==> config.mk <==
export PLATFORM = sky130hd
export DESIGN_NAME = riscv_v_arith_alu_sequencer_flat
export DESIGN_NICKNAME = d
export VERILOG_FILES = /design/src/rtl/riscv_v_arith_alu_sequencer_if.sv /design/src/rtl/riscv_v_arith_alu_sequencer.sv /design/src/flat_wrapper.sv
export SDC_FILE = /design/constraint.sdc
export NUM_CORES = 1
export LEC_CHECK = 0
export ABC_AREA = 1
export BUFFER_PORTS_ARGS = -buffer_cell sky130_fd_sc_hd__buf_2
export CORE_AREA = 2 2 337 339
export DETAILED_ROUTE_END_ITERATION = 6
export DIE_AREA = 0 0 339 341
export PLACE_DENSITY = 0.35
export SLEW_MARGIN = 20
export SYNTH_ARGS = -nofsm -noshare
export SYNTH_HDL_FRONTEND = slang
export SYNTH_SLANG_ARGS = --single-unit
==> constraint.sdc <==
create_clock -name clk -period 1.6 [get_ports clk]
set_input_delay 0 -clock clk [delete_from_list [all_inputs] [get_ports clk]]
set_output_delay 0 -clock clk [all_outputs]
set_load 0.005 [all_outputs]
==> src/rtl/riscv_v_arith_alu_sequencer_if.sv <==
// Bundle between vector dispatch, operand read port, arithmetic ALU, writeback and
// completion. 'master' is the sequencer's view, 'slave' is everything around it.
interface riscv_v_arith_alu_sequencer_if #(
    parameter int ALU_W     = 128,
    parameter int MAX_BEATS = 8,
    parameter int IDX_W     = $clog2(MAX_BEATS)
);
    localparam int LANES = ALU_W / 8;

    logic             req_valid;
    logic             req_ready;
    logic [2:0]       req_op;
    logic             req_signed;
    logic [1:0]       req_osize;
    logic [IDX_W:0]   req_nbeats;

    logic             opr_rd_en;
    logic [IDX_W-1:0] opr_rd_idx;
    logic [ALU_W-1:0] opr_srca;
    logic [ALU_W-1:0] opr_srcb;

    logic             alu_is_add;
    logic             alu_is_sub;
    logic             alu_is_max;
    logic             alu_is_min;
    logic             alu_is_set_equal;
    logic             alu_is_set_nequal;
    logic             alu_is_set_less;
    logic             alu_is_set_greater;
    logic             alu_is_signed;
    logic [3:0]       alu_dst_osize_vector;
    logic [3:0]       alu_src_osize_vector;
    logic [ALU_W-1:0] alu_srca;
    logic [ALU_W-1:0] alu_srcb;
    logic [ALU_W-1:0] alu_result;
    logic [LANES-1:0] alu_zf;
    logic [LANES-1:0] alu_of;
    logic [LANES-1:0] alu_cf;

    logic             wb_valid;
    logic [IDX_W-1:0] wb_idx;
    logic [ALU_W-1:0] wb_data;

    logic             done_valid;
    logic             done_zf;
    logic             done_of;
    logic             done_cf;
    logic             done_err;

    modport master (
        input  req_valid, req_op, req_signed, req_osize, req_nbeats,
        input  opr_srca, opr_srcb,
        input  alu_result, alu_zf, alu_of, alu_cf,
        output req_ready,
        output opr_rd_en, opr_rd_idx,
        output alu_is_add, alu_is_sub, alu_is_max, alu_is_min,
        output alu_is_set_equal, alu_is_set_nequal, alu_is_set_less, alu_is_set_greater,
        output alu_is_signed, alu_dst_osize_vector, alu_src_osize_vector,
        output alu_srca, alu_srcb,
        output wb_valid, wb_idx, wb_data,
        output done_valid, done_zf, done_of, done_cf, done_err
    );

    modport slave (
        output req_valid, req_op, req_signed, req_osize, req_nbeats,
        output opr_srca, opr_srcb,
        output alu_result, alu_zf, alu_of, alu_cf,
        input  req_ready,
        input  opr_rd_en, opr_rd_idx,
        input  alu_is_add, alu_is_sub, alu_is_max, alu_is_min,
        input  alu_is_set_equal, alu_is_set_nequal, alu_is_set_less, alu_is_set_greater,
        input  alu_is_signed, alu_dst_osize_vector, alu_src_osize_vector,
        input  alu_srca, alu_srcb,
        input  wb_valid, wb_idx, wb_data,
        input  done_valid, done_zf, done_of, done_cf, done_err
    );
endinterface

==> src/rtl/riscv_v_arith_alu_sequencer.sv <==
// Strip-mines one vector arithmetic request into ALU-width beats: read, execute and
// writeback overlap at one beat per cycle; flags are folded into a single completion.
module riscv_v_arith_alu_sequencer #(
    parameter int ALU_W     = 128,
    parameter int MAX_BEATS = 8
) (
    input  logic                          clk,
    input  logic                          rst_n,
    riscv_v_arith_alu_sequencer_if.master bus
);
    localparam int             IDX_W  = $clog2(MAX_BEATS);
    localparam logic [IDX_W:0] MAX_NB = (IDX_W+1)'(MAX_BEATS);
    localparam logic [IDX_W:0] ONE_NB = (IDX_W+1)'(1);

    typedef enum logic [1:0] {
        S_IDLE,
        S_READ,
        S_EXEC,
        S_RESP
    } state_t;

    typedef enum logic [2:0] {
        OP_ADD = 3'd0,
        OP_SUB = 3'd1,
        OP_MAX = 3'd2,
        OP_MIN = 3'd3,
        OP_SEQ = 3'd4,
        OP_SNE = 3'd5,
        OP_SLT = 3'd6,
        OP_SGT = 3'd7
    } op_t;

    state_t           r_state;
    state_t           w_next;
    logic             w_accept;
    logic             w_rd_en;
    logic             w_done;
    logic             w_ready;
    logic             w_last_rd;
    logic [IDX_W:0]   w_nb_clamped;
    logic [3:0]       w_osize_oh;

    op_t              r_op;
    logic             r_signed;
    logic [1:0]       r_osize;
    logic [IDX_W:0]   r_nbeats;
    logic             r_err;
    logic [IDX_W-1:0] r_rd_cnt;
    logic             r_alu_vld;
    logic [IDX_W-1:0] r_alu_idx;
    logic             r_wb_valid;
    logic [IDX_W-1:0] r_wb_idx;
    logic [ALU_W-1:0] r_wb_data;
    logic             r_zf_acc;
    logic             r_of_acc;
    logic             r_cf_acc;

    assign w_last_rd    = ({1'b0, r_rd_cnt} == (r_nbeats - ONE_NB));
    assign w_nb_clamped = (bus.req_nbeats > MAX_NB) ? MAX_NB : bus.req_nbeats;
    assign w_osize_oh   = 4'b0001 << r_osize;

    always_ff @(posedge clk or negedge rst_n) begin
        if (!rst_n) begin
            r_state <= S_IDLE;
        end else begin
            r_state <= w_next;
        end
    end

    always_comb begin
        w_next   = r_state;
        w_accept = 1'b0;
        w_rd_en  = 1'b0;
        w_done   = 1'b0;
        w_ready  = 1'b0;
        case (r_state)
            S_IDLE: begin
                w_ready = 1'b1;
                if (bus.req_valid) begin
                    w_accept = 1'b1;
                    w_next   = (bus.req_nbeats == '0) ? S_RESP : S_READ;
                end
            end
            S_READ: begin
                w_rd_en = 1'b1;
                if (w_last_rd) begin
                    w_next = S_EXEC;
                end
            end
            // Drains the final ALU beat; its result is captured on the edge leaving EXEC.
            S_EXEC: begin
                w_next = S_RESP;
            end
            S_RESP: begin
                w_done = 1'b1;
                w_next = S_IDLE;
            end
            default: begin
                w_next = S_IDLE;
            end
        endcase
    end

    always_ff @(posedge clk or negedge rst_n) begin
        if (!rst_n) begin
            r_op       <= OP_ADD;
            r_signed   <= 1'b0;
            r_osize    <= '0;
            r_nbeats   <= '0;
            r_err      <= 1'b0;
            r_rd_cnt   <= '0;
            r_alu_vld  <= 1'b0;
            r_alu_idx  <= '0;
            r_wb_valid <= 1'b0;
            r_wb_idx   <= '0;
            r_wb_data  <= '0;
            r_zf_acc   <= 1'b0;
            r_of_acc   <= 1'b0;
            r_cf_acc   <= 1'b0;
        end else begin
            if (w_accept) begin
                r_op     <= op_t'(bus.req_op);
                r_signed <= bus.req_signed;
                r_osize  <= bus.req_osize;
                r_nbeats <= w_nb_clamped;
                r_err    <= (bus.req_nbeats > MAX_NB);
                r_rd_cnt <= '0;
            end else if (w_rd_en) begin
                r_rd_cnt <= r_rd_cnt + 1'b1;
            end

            r_alu_vld  <= w_rd_en;
            r_alu_idx  <= w_rd_en ? r_rd_cnt : '0;
            r_wb_valid <= r_alu_vld;
            r_wb_idx   <= r_alu_vld ? r_alu_idx : '0;
            r_wb_data  <= r_alu_vld ? bus.alu_result : '0;

            // Accept never coincides with an ALU beat, so the two updates cannot collide.
            if (w_accept) begin
                r_zf_acc <= 1'b1;
                r_of_acc <= 1'b0;
                r_cf_acc <= 1'b0;
            end else if (r_alu_vld) begin
                r_zf_acc <= r_zf_acc & (&bus.alu_zf);
                r_of_acc <= r_of_acc | (|bus.alu_of);
                r_cf_acc <= r_cf_acc | (|bus.alu_cf);
            end
        end
    end

    assign bus.req_ready  = w_ready;
    assign bus.opr_rd_en  = w_rd_en;
    assign bus.opr_rd_idx = w_rd_en ? r_rd_cnt : '0;

    assign bus.alu_is_add         = r_alu_vld && (r_op == OP_ADD);
    assign bus.alu_is_sub         = r_alu_vld && (r_op == OP_SUB);
    assign bus.alu_is_max         = r_alu_vld && (r_op == OP_MAX);
    assign bus.alu_is_min         = r_alu_vld && (r_op == OP_MIN);
    assign bus.alu_is_set_equal   = r_alu_vld && (r_op == OP_SEQ);
    assign bus.alu_is_set_nequal  = r_alu_vld && (r_op == OP_SNE);
    assign bus.alu_is_set_less    = r_alu_vld && (r_op == OP_SLT);
    assign bus.alu_is_set_greater = r_alu_vld && (r_op == OP_SGT);
    assign bus.alu_is_signed      = r_alu_vld && r_signed;

    assign bus.alu_dst_osize_vector = r_alu_vld ? w_osize_oh : '0;
    assign bus.alu_src_osize_vector = r_alu_vld ? w_osize_oh : '0;
    assign bus.alu_srca             = r_alu_vld ? bus.opr_srca : '0;
    assign bus.alu_srcb             = r_alu_vld ? bus.opr_srcb : '0;

    assign bus.wb_valid = r_wb_valid;
    assign bus.wb_idx   = r_wb_idx;
    assign bus.wb_data  = r_wb_data;

    assign bus.done_valid = w_done;
    assign bus.done_zf    = w_done && r_zf_acc;
    assign bus.done_of    = w_done && r_of_acc;
    assign bus.done_cf    = w_done && r_cf_acc;
    assign bus.done_err   = w_done && r_err;
endmodule

==> src/flat_wrapper.sv <==
// flat-port wrapper written by rule: the top's interface ports become plain ports
module riscv_v_arith_alu_sequencer_flat 
#(
    parameter int ALU_W     = 128,
    parameter int MAX_BEATS = 8
)
  (clk, rst_n, bus_req_valid, bus_req_op, bus_req_signed, bus_req_osize, bus_req_nbeats, bus_opr_srca, bus_opr_srcb, bus_alu_result, bus_alu_zf, bus_alu_of, bus_alu_cf, bus_req_ready, bus_opr_rd_en, bus_opr_rd_idx, bus_alu_is_add, bus_alu_is_sub, bus_alu_is_max, bus_alu_is_min, bus_alu_is_set_equal, bus_alu_is_set_nequal, bus_alu_is_set_less, bus_alu_is_set_greater, bus_alu_is_signed, bus_alu_dst_osize_vector, bus_alu_src_osize_vector, bus_alu_srca, bus_alu_srcb, bus_wb_valid, bus_wb_idx, bus_wb_data, bus_done_valid, bus_done_zf, bus_done_of, bus_done_cf, bus_done_err);
  riscv_v_arith_alu_sequencer_if #(.ALU_W(ALU_W), .MAX_BEATS(MAX_BEATS)) bus_i ();
  input  logic clk;
  input  logic rst_n;
  input wire logic [$bits(bus_i.req_valid)-1:0] bus_req_valid;
  input wire logic [$bits(bus_i.req_op)-1:0] bus_req_op;
  input wire logic [$bits(bus_i.req_signed)-1:0] bus_req_signed;
  input wire logic [$bits(bus_i.req_osize)-1:0] bus_req_osize;
  input wire logic [$bits(bus_i.req_nbeats)-1:0] bus_req_nbeats;
  input wire logic [$bits(bus_i.opr_srca)-1:0] bus_opr_srca;
  input wire logic [$bits(bus_i.opr_srcb)-1:0] bus_opr_srcb;
  input wire logic [$bits(bus_i.alu_result)-1:0] bus_alu_result;
  input wire logic [$bits(bus_i.alu_zf)-1:0] bus_alu_zf;
  input wire logic [$bits(bus_i.alu_of)-1:0] bus_alu_of;
  input wire logic [$bits(bus_i.alu_cf)-1:0] bus_alu_cf;
  output wire logic [$bits(bus_i.req_ready)-1:0] bus_req_ready;
  output wire logic [$bits(bus_i.opr_rd_en)-1:0] bus_opr_rd_en;
  output wire logic [$bits(bus_i.opr_rd_idx)-1:0] bus_opr_rd_idx;
  output wire logic [$bits(bus_i.alu_is_add)-1:0] bus_alu_is_add;
  output wire logic [$bits(bus_i.alu_is_sub)-1:0] bus_alu_is_sub;
  output wire logic [$bits(bus_i.alu_is_max)-1:0] bus_alu_is_max;
  output wire logic [$bits(bus_i.alu_is_min)-1:0] bus_alu_is_min;
  output wire logic [$bits(bus_i.alu_is_set_equal)-1:0] bus_alu_is_set_equal;
  output wire logic [$bits(bus_i.alu_is_set_nequal)-1:0] bus_alu_is_set_nequal;
  output wire logic [$bits(bus_i.alu_is_set_less)-1:0] bus_alu_is_set_less;
  output wire logic [$bits(bus_i.alu_is_set_greater)-1:0] bus_alu_is_set_greater;
  output wire logic [$bits(bus_i.alu_is_signed)-1:0] bus_alu_is_signed;
  output wire logic [$bits(bus_i.alu_dst_osize_vector)-1:0] bus_alu_dst_osize_vector;
  output wire logic [$bits(bus_i.alu_src_osize_vector)-1:0] bus_alu_src_osize_vector;
  output wire logic [$bits(bus_i.alu_srca)-1:0] bus_alu_srca;
  output wire logic [$bits(bus_i.alu_srcb)-1:0] bus_alu_srcb;
  output wire logic [$bits(bus_i.wb_valid)-1:0] bus_wb_valid;
  output wire logic [$bits(bus_i.wb_idx)-1:0] bus_wb_idx;
  output wire logic [$bits(bus_i.wb_data)-1:0] bus_wb_data;
  output wire logic [$bits(bus_i.done_valid)-1:0] bus_done_valid;
  output wire logic [$bits(bus_i.done_zf)-1:0] bus_done_zf;
  output wire logic [$bits(bus_i.done_of)-1:0] bus_done_of;
  output wire logic [$bits(bus_i.done_cf)-1:0] bus_done_cf;
  output wire logic [$bits(bus_i.done_err)-1:0] bus_done_err;
  assign bus_i.req_valid = bus_req_valid;
  assign bus_i.req_op = bus_req_op;
  assign bus_i.req_signed = bus_req_signed;
  assign bus_i.req_osize = bus_req_osize;
  assign bus_i.req_nbeats = bus_req_nbeats;
  assign bus_i.opr_srca = bus_opr_srca;
  assign bus_i.opr_srcb = bus_opr_srcb;
  assign bus_i.alu_result = bus_alu_result;
  assign bus_i.alu_zf = bus_alu_zf;
  assign bus_i.alu_of = bus_alu_of;
  assign bus_i.alu_cf = bus_alu_cf;
  assign bus_req_ready = bus_i.req_ready;
  assign bus_opr_rd_en = bus_i.opr_rd_en;
  assign bus_opr_rd_idx = bus_i.opr_rd_idx;
  assign bus_alu_is_add = bus_i.alu_is_add;
  assign bus_alu_is_sub = bus_i.alu_is_sub;
  assign bus_alu_is_max = bus_i.alu_is_max;
  assign bus_alu_is_min = bus_i.alu_is_min;
  assign bus_alu_is_set_equal = bus_i.alu_is_set_equal;
  assign bus_alu_is_set_nequal = bus_i.alu_is_set_nequal;
  assign bus_alu_is_set_less = bus_i.alu_is_set_less;
  assign bus_alu_is_set_greater = bus_i.alu_is_set_greater;
  assign bus_alu_is_signed = bus_i.alu_is_signed;
  assign bus_alu_dst_osize_vector = bus_i.alu_dst_osize_vector;
  assign bus_alu_src_osize_vector = bus_i.alu_src_osize_vector;
  assign bus_alu_srca = bus_i.alu_srca;
  assign bus_alu_srcb = bus_i.alu_srcb;
  assign bus_wb_valid = bus_i.wb_valid;
  assign bus_wb_idx = bus_i.wb_idx;
  assign bus_wb_data = bus_i.wb_data;
  assign bus_done_valid = bus_i.done_valid;
  assign bus_done_zf = bus_i.done_zf;
  assign bus_done_of = bus_i.done_of;
  assign bus_done_cf = bus_i.done_cf;
  assign bus_done_err = bus_i.done_err;
  riscv_v_arith_alu_sequencer #(.ALU_W(ALU_W), .MAX_BEATS(MAX_BEATS)) u_core (.clk(clk), .rst_n(rst_n), .bus(bus_i));
endmodule
# Yosys cells after proc, flatten, opt, wreduce, memory -nomap -nowiden
# Cells that the tools add are included.
[word_totals] regBits=155 output_inout_bits=415
[classes] addsub=2 order_cmp=1 n_eq_ne=13 shifts=1 n_mux=24 bitwise_logic=3 n_reduce_logical=22
[ops] operator="128-bit 2-to-1 mux" n=3
[ops] operator="16-bit OR reduction" n=2
[ops] operator="16-bit AND reduction" n=1
[ops] operator="1-bit logical AND" n=13
[ops] operator="3-bit == test, second input constant" n=4
[ops] operator="3-bit 2-to-1 mux" n=4
[ops] operator="1-bit 2-to-1 mux" n=11
[ops] operator="4-bit 2-to-1 mux" n=2
[ops] operator="2-bit case mux with 4 select lines" n=1
[ops] operator="3-bit by 2-bit == test with 1-bit output, second input constant" n=2
[ops] operator="2-bit 2-to-1 mux" n=3
[ops] operator="2-bit == test, second input constant" n=2
[ops] operator="3-bit by 4-bit == test with 1-bit output" n=1
[ops] operator="4-bit greater-than comparator, second input constant" n=1
[ops] operator="4-bit zero test" n=1
[ops] operator="2-bit nonzero test" n=2
[ops] operator="1-bit by 2-bit << shifter with 4-bit output, first input constant" n=1
[ops] operator="4-bit by 1-bit subtractor with 4-bit output, second input constant" n=1
[ops] operator="3-bit by 1-bit adder with 3-bit output, second input constant" n=1
[ops] operator="3-bit by 1-bit == test with 1-bit output, second input constant" n=1
[ops] operator="3-bit zero test" n=1
[ops] operator="2-bit by 1-bit == test with 1-bit output, second input constant" n=1
[ops] operator="2-bit zero test" n=1
[ops] operator="2-bit by 1-bit inequality test with 1-bit output, second input constant" n=1
[ops] operator="4 further kinds" n=5

# Depth between registers and ports, before layout
[logic_depth] depth_word=4 mapped_depth=10

# Worst setup path before layout
# Ideal clock, no wire load.
[synth_path] kind="register to register" startpoint="reg u_core.r_nbeats[0]" endpoint="reg u_core.r_state[0]" setup_time_ps=117 t_arrival_ps=1196 setup_slack_ps=288 path_stages_with_launch=10 synth_period_minus_slack_ps=1312 path_cell_list="dfrtp_1 > inv_2 > ha_1 > xnor2_1 > nor2_4 > nand3_2 > nand2_2 > nand2_2 > nand2_1 > nand2_1"
[synth_between] elab_chain_cells=4
[synth_lines] element="start, declared" line="riscv_v_arith_alu_sequencer.sv:46" source="logic [IDX_W:0] r_nbeats;"
[synth_lines] element="start signal, assigned" line="riscv_v_arith_alu_sequencer.sv:125" source="r_nbeats <= w_nb_clamped;"
[synth_lines] element="4-bit by 1-bit subtractor with 4-bit output" line="riscv_v_arith_alu_sequencer.sv:58" source="assign w_last_rd = ({1'b0, r_rd_cnt} == (r_nbeats - ONE_NB));"
[synth_lines] element="3-bit by 4-bit == test with 1-bit output" line="riscv_v_arith_alu_sequencer.sv:58"
[synth_lines] element="2-bit by 1-bit inequality test with 1-bit output (no line)"
[synth_lines] element="2-bit AND reduction (no line)"
[synth_lines] element="end signal, assigned" line="riscv_v_arith_alu_sequencer.sv:66" source="r_state <= w_next;"
[synth_lines] element="end, declared" line="riscv_v_arith_alu_sequencer.sv:33" source="state_t r_state;"
# Every way passes these cells.
# A chain may end at the register's enable or synchronous reset.

# Final worst setup path
[layout_path] startpoint="reg u_core.r_alu_vld" endpoint="out bus_alu_srca[124]"
[layout_between] elab_chain_cells=1
[layout_lines] element="start, declared" line="riscv_v_arith_alu_sequencer.sv:49" source="logic r_alu_vld;"
[layout_lines] element="start signal, assigned" line="riscv_v_arith_alu_sequencer.sv:132" source="r_alu_vld <= w_rd_en;"
[layout_lines] element="128-bit 2-to-1 mux" line="riscv_v_arith_alu_sequencer.sv:167" source="assign bus.alu_srca = r_alu_vld ? bus.opr_srca : '0;"
[layout_lines] element="end, declared" line="flat_wrapper.sv:36" source="output wire logic [$bits(bus_i.alu_srca)-1:0] bus_alu_srca;"
# Every way passes these cells.

==> impl_summary.log <==
[metrics] maximum level of the CTS H-tree: 4
[metrics] most common library cell in the layout ignoring fill and taps: sky130_fd_sc_hd__buf_2
[metrics] Tot Pwr: 22.04 mW
[metrics] synthesis-to-layout area growth: 120.9%
[metrics] startpoint kind of the worst setup timing path: flop
[metrics] violated checks: setup timing
[metrics] static leakage: 11.94 nW
[metrics] FF+latch count, synth: 155
[metrics] final cycle utilization of the critical path: 108.4%
[metrics] cell area after placement: 0.01408 sq mm
[metrics] number of unique standard cell types used by synthesis: 23
[metrics] full die area: 0.1156 sq mm
[metrics] worst endpoint data arrival time: 1.73 ns
[metrics] port buffer count: 859
[metrics] number of max-cap violations: 0
[metrics] sequential fraction of the synthesis area: 49.28%
[metrics] initial core utilization: 7.035%
[metrics] commonest cells after routing, fill and taps aside: 852 x sky130_fd_sc_hd__buf_2, 401 x sky130_fd_sc_hd__inv_1, 396 x sky130_fd_sc_hd__nand2_1, 173 x sky130_fd_sc_hd__dlygate4sd3_1, 153 x sky130_fd_sc_hd__dfrtp_1
[metrics] detail-routed via count per cell: 2.818
[metrics] net count after synthesis: 1590
[metrics] final count of pins violating max slew: 0
[metrics] cell area after technology mapping: 0.007871 sq mm
[metrics] most utilized layer in the global route result: met2
[metrics] final WL: 59.42 mm
[metrics] Yosys warnings: 0
[metrics] Gate Count Post-Synth: 1139
[metrics] global-route congestion overflow total: 0
[metrics] hold crit path type: in2reg
[metrics] summed negative setup slack over all endpoints: -15.81 ns
[metrics] met3 usage in global routing: 2.334%
[metrics] routability-driven placement congestion ratio: 0.7783
[metrics] Fmax: 0.5766 GHz
[metrics] top fanout value on the critical path: 9
[metrics] Filler Cell Count: 13.03k
[metrics] post-layout minimum cycle time: 1.734 ns
[metrics] Starting DRT DRC Count: 378
[metrics] vertical die dimension: 341 um
[metrics] largest net degree at the start of global routing: 43
[metrics] number of iterations in the first detailed-routing pass: 5
[metrics] post-detailed-route DRC marker count: 0
[metrics] maximum clock skew at final layout: 0.01601 ns
[metrics] maximum resistive drop on vdd: 784.9 uV
[metrics] source-to-sink clock delay at the later pin of the worst-skew pair: 0.49 ns
[metrics] Root Driver: sky130_fd_sc_hd__clkbuf_16
[metrics] number of global-route vias before repair: 10.38k
[metrics] unrepaired setup endpoints after global routing: true
[metrics] Final Hold Viols: 0
[metrics] post-route setup slack: -0.1342 ns
[metrics] Post-Synthesis Mean Instance Area: 6.911 sq um
[metrics] type of element capturing the critical path: primary output
[metrics] global-route wire length before repair: 77.36 mm
[metrics] number of ports placed on the die boundary: 860
[metrics] actual slew at the worst max-slew pin: 0.4077 ns
[metrics] Die Wd: 339 um
[metrics] clock tree from TritonCTS: done
[metrics] share of layout cells above drive strength 1: 46.83%
[metrics] final cell utilization of the core: 15.54%
[metrics] sum of net half-perimeters after detailed placement: 47.66 mm
[metrics] detailed-route via count: 10.52k
[metrics] clock sink total: 155
[metrics] power density of the placed cells: 1268 mW/mm^2
[metrics] ANT nets after route: 0
[metrics] Non-Filler Cell Area, Final: 0.01739 sq mm
[metrics] Clock Pin Slew Worst Setup and Hold Paths: 0.08 ns
[metrics] antenna violations before repair: 34
[metrics] result of the run: finished, violations left
[metrics] number of buffers inserted during clock tree synthesis: 17
[metrics] average wire length per cell after detail routing: 15.91 um
[metrics] CTS Buffer Depth: 2
[metrics] worst-case headroom to the max-slew limit: 72.82%
[metrics] required arrival time at the worst endpoint: 1.60 ns
[metrics] met2 track demand over resource in global routing: 17.19%
[metrics] Total GRT Usage: 9.632%
[metrics] worst hold slack: 0.08431 ns
[metrics] # setup viols final: 281
[metrics] total number of placement rows: 123
[metrics] M1 GR Usage: 11.32%
[metrics] type of the worst setup path: reg2out
[metrics] Std-Cell Core Area: 0.1119 sq mm
[metrics] number of nets in the layout: 2665
## registers in the layout (all words and copies together) (netlist names)
register	count
u_core.r_op	3
u_core.bus.wb_idx	3
u_core.r_of_acc	1
u_core.bus.wb_valid	1
u_core.r_osize	2
u_core.r_state	2
u_core.bus.wb_data	128
u_core.r_alu_idx	3
u_core.r_cf_acc	1
u_core.r_signed	1
u_core.r_alu_vld	1
u_core.r_nbeats	4
u_core.r_zf_acc	1
u_core.r_rd_cnt	3
u_core.r_err	1
## synthesized netlist by cell type (all sizes together)
cell type	count	area, sq um
or2	3	18.77
buf	49	339.1
nor2	32	127.6
xnor2	1	8.760
nand3	5	30.03
o31ai	1	7.510
nand4	6	37.54
nor3	5	25.02
inv	415	1558
a21oi	5	25.02
o21ai	12	60.06
dfrtp	155	3879
nand2	443	1673
nand3b	1	7.510
ha	6	75.07
## layout make-up
class / instances / area (sq um) / share of cell area, %
Timing Repair Buffer: 1105 / 7093 / 40.80
Inverter: 415 / 1565 / 9.003
Sequential cell: 155 / 3884 / 22.34
Multi-Input combinational cell: 520 / 2341 / 13.46
Clock inverter: 12 / 152.6 / 0.8779
Antenna cell: 7 / 17.52 / 0.1007
Clock buffer: 20 / 456.7 / 2.627
Tap cell: 1500 / 1877 / 10.79
## report_power, final
group / leakage (nW) / internal, mW / switching, mW
sequential: 2.04 / 4.98 / 0.509
clock: 0.294 / 2.43 / 2.10
combinational: 9.60 / 5.51 / 6.51
total: 11.9 / 12.9 / 9.12
## cells by family after synthesis
group	synth area share (%)
and+or+nand+nor	24.38
AOI/OAI and AO/OA	1.176
xor gates and xnor gates	0.1113
DFF	49.28
buffers and inverters	24.10
adders and majority gates	0.9537
## repair_timing
item,4_1_cts,5_1_grt
gates resized for setup,66,62
cloned,4,8
setup endpoints to repair,260,285
pin swaps,1,3
hold endpoints to repair,302,0
setup buffers,8,18
hold buffers,174,0
## through the flow
step	worst slack [ns]	cells
floorplan	0.2875	1139
global placement	0.1782	3483
detailed placement	0.1847	3483
CTS	-0.2617	3701
global route	-0.2232	3732
finish	-0.1342	3734
## worst paths after layout
check / from / slack (ns) / end / cells after the start
max in group asynchronous: rst_n / 0.53 / u_core.bus.wb_data[7]$_DFF_PN0_ / 4
hold reg to reg: u_core.r_alu_idx[0]$_DFF_PN0_ / 0.44 / u_core.bus.wb_idx[0]$_DFF_PN0_ / 2
min in group asynchronous: rst_n / 0.50 / u_core.bus.wb_idx[0]$_DFF_PN0_ / 3
hold / removal: bus_alu_zf[15] / 0.08 / u_core.r_zf_acc$_DFFE_PN0P_ / 7
setup reg to reg: u_core.r_alu_vld$_DFF_PN0_ / -0.07 / u_core.bus.wb_data[20]$_DFF_PN0_ / 7
setup / recovery: u_core.r_alu_vld$_DFF_PN0_ / -0.13 / bus_alu_srca[124] / 6
## layer usage
metal / vias up / routed length (um)
li1: 5191 / -
met1: 4749 / 24450
met2: 499 / 30400
met3: 82 / 3365
met4: 0 / 1197
met5: - / 0
## critical path: stages, from the launching register on
cell	delay [ns]
sky130_fd_sc_hd__dfrtp_4	0.55
sky130_fd_sc_hd__buf_12	0.19
sky130_fd_sc_hd__buf_16	0.16
sky130_fd_sc_hd__buf_8	0.13
sky130_fd_sc_hd__nand2_4	0.04
sky130_fd_sc_hd__inv_2	0.04
sky130_fd_sc_hd__buf_2	0.11
Note: power is estimated with default switching activity, not from simulation.
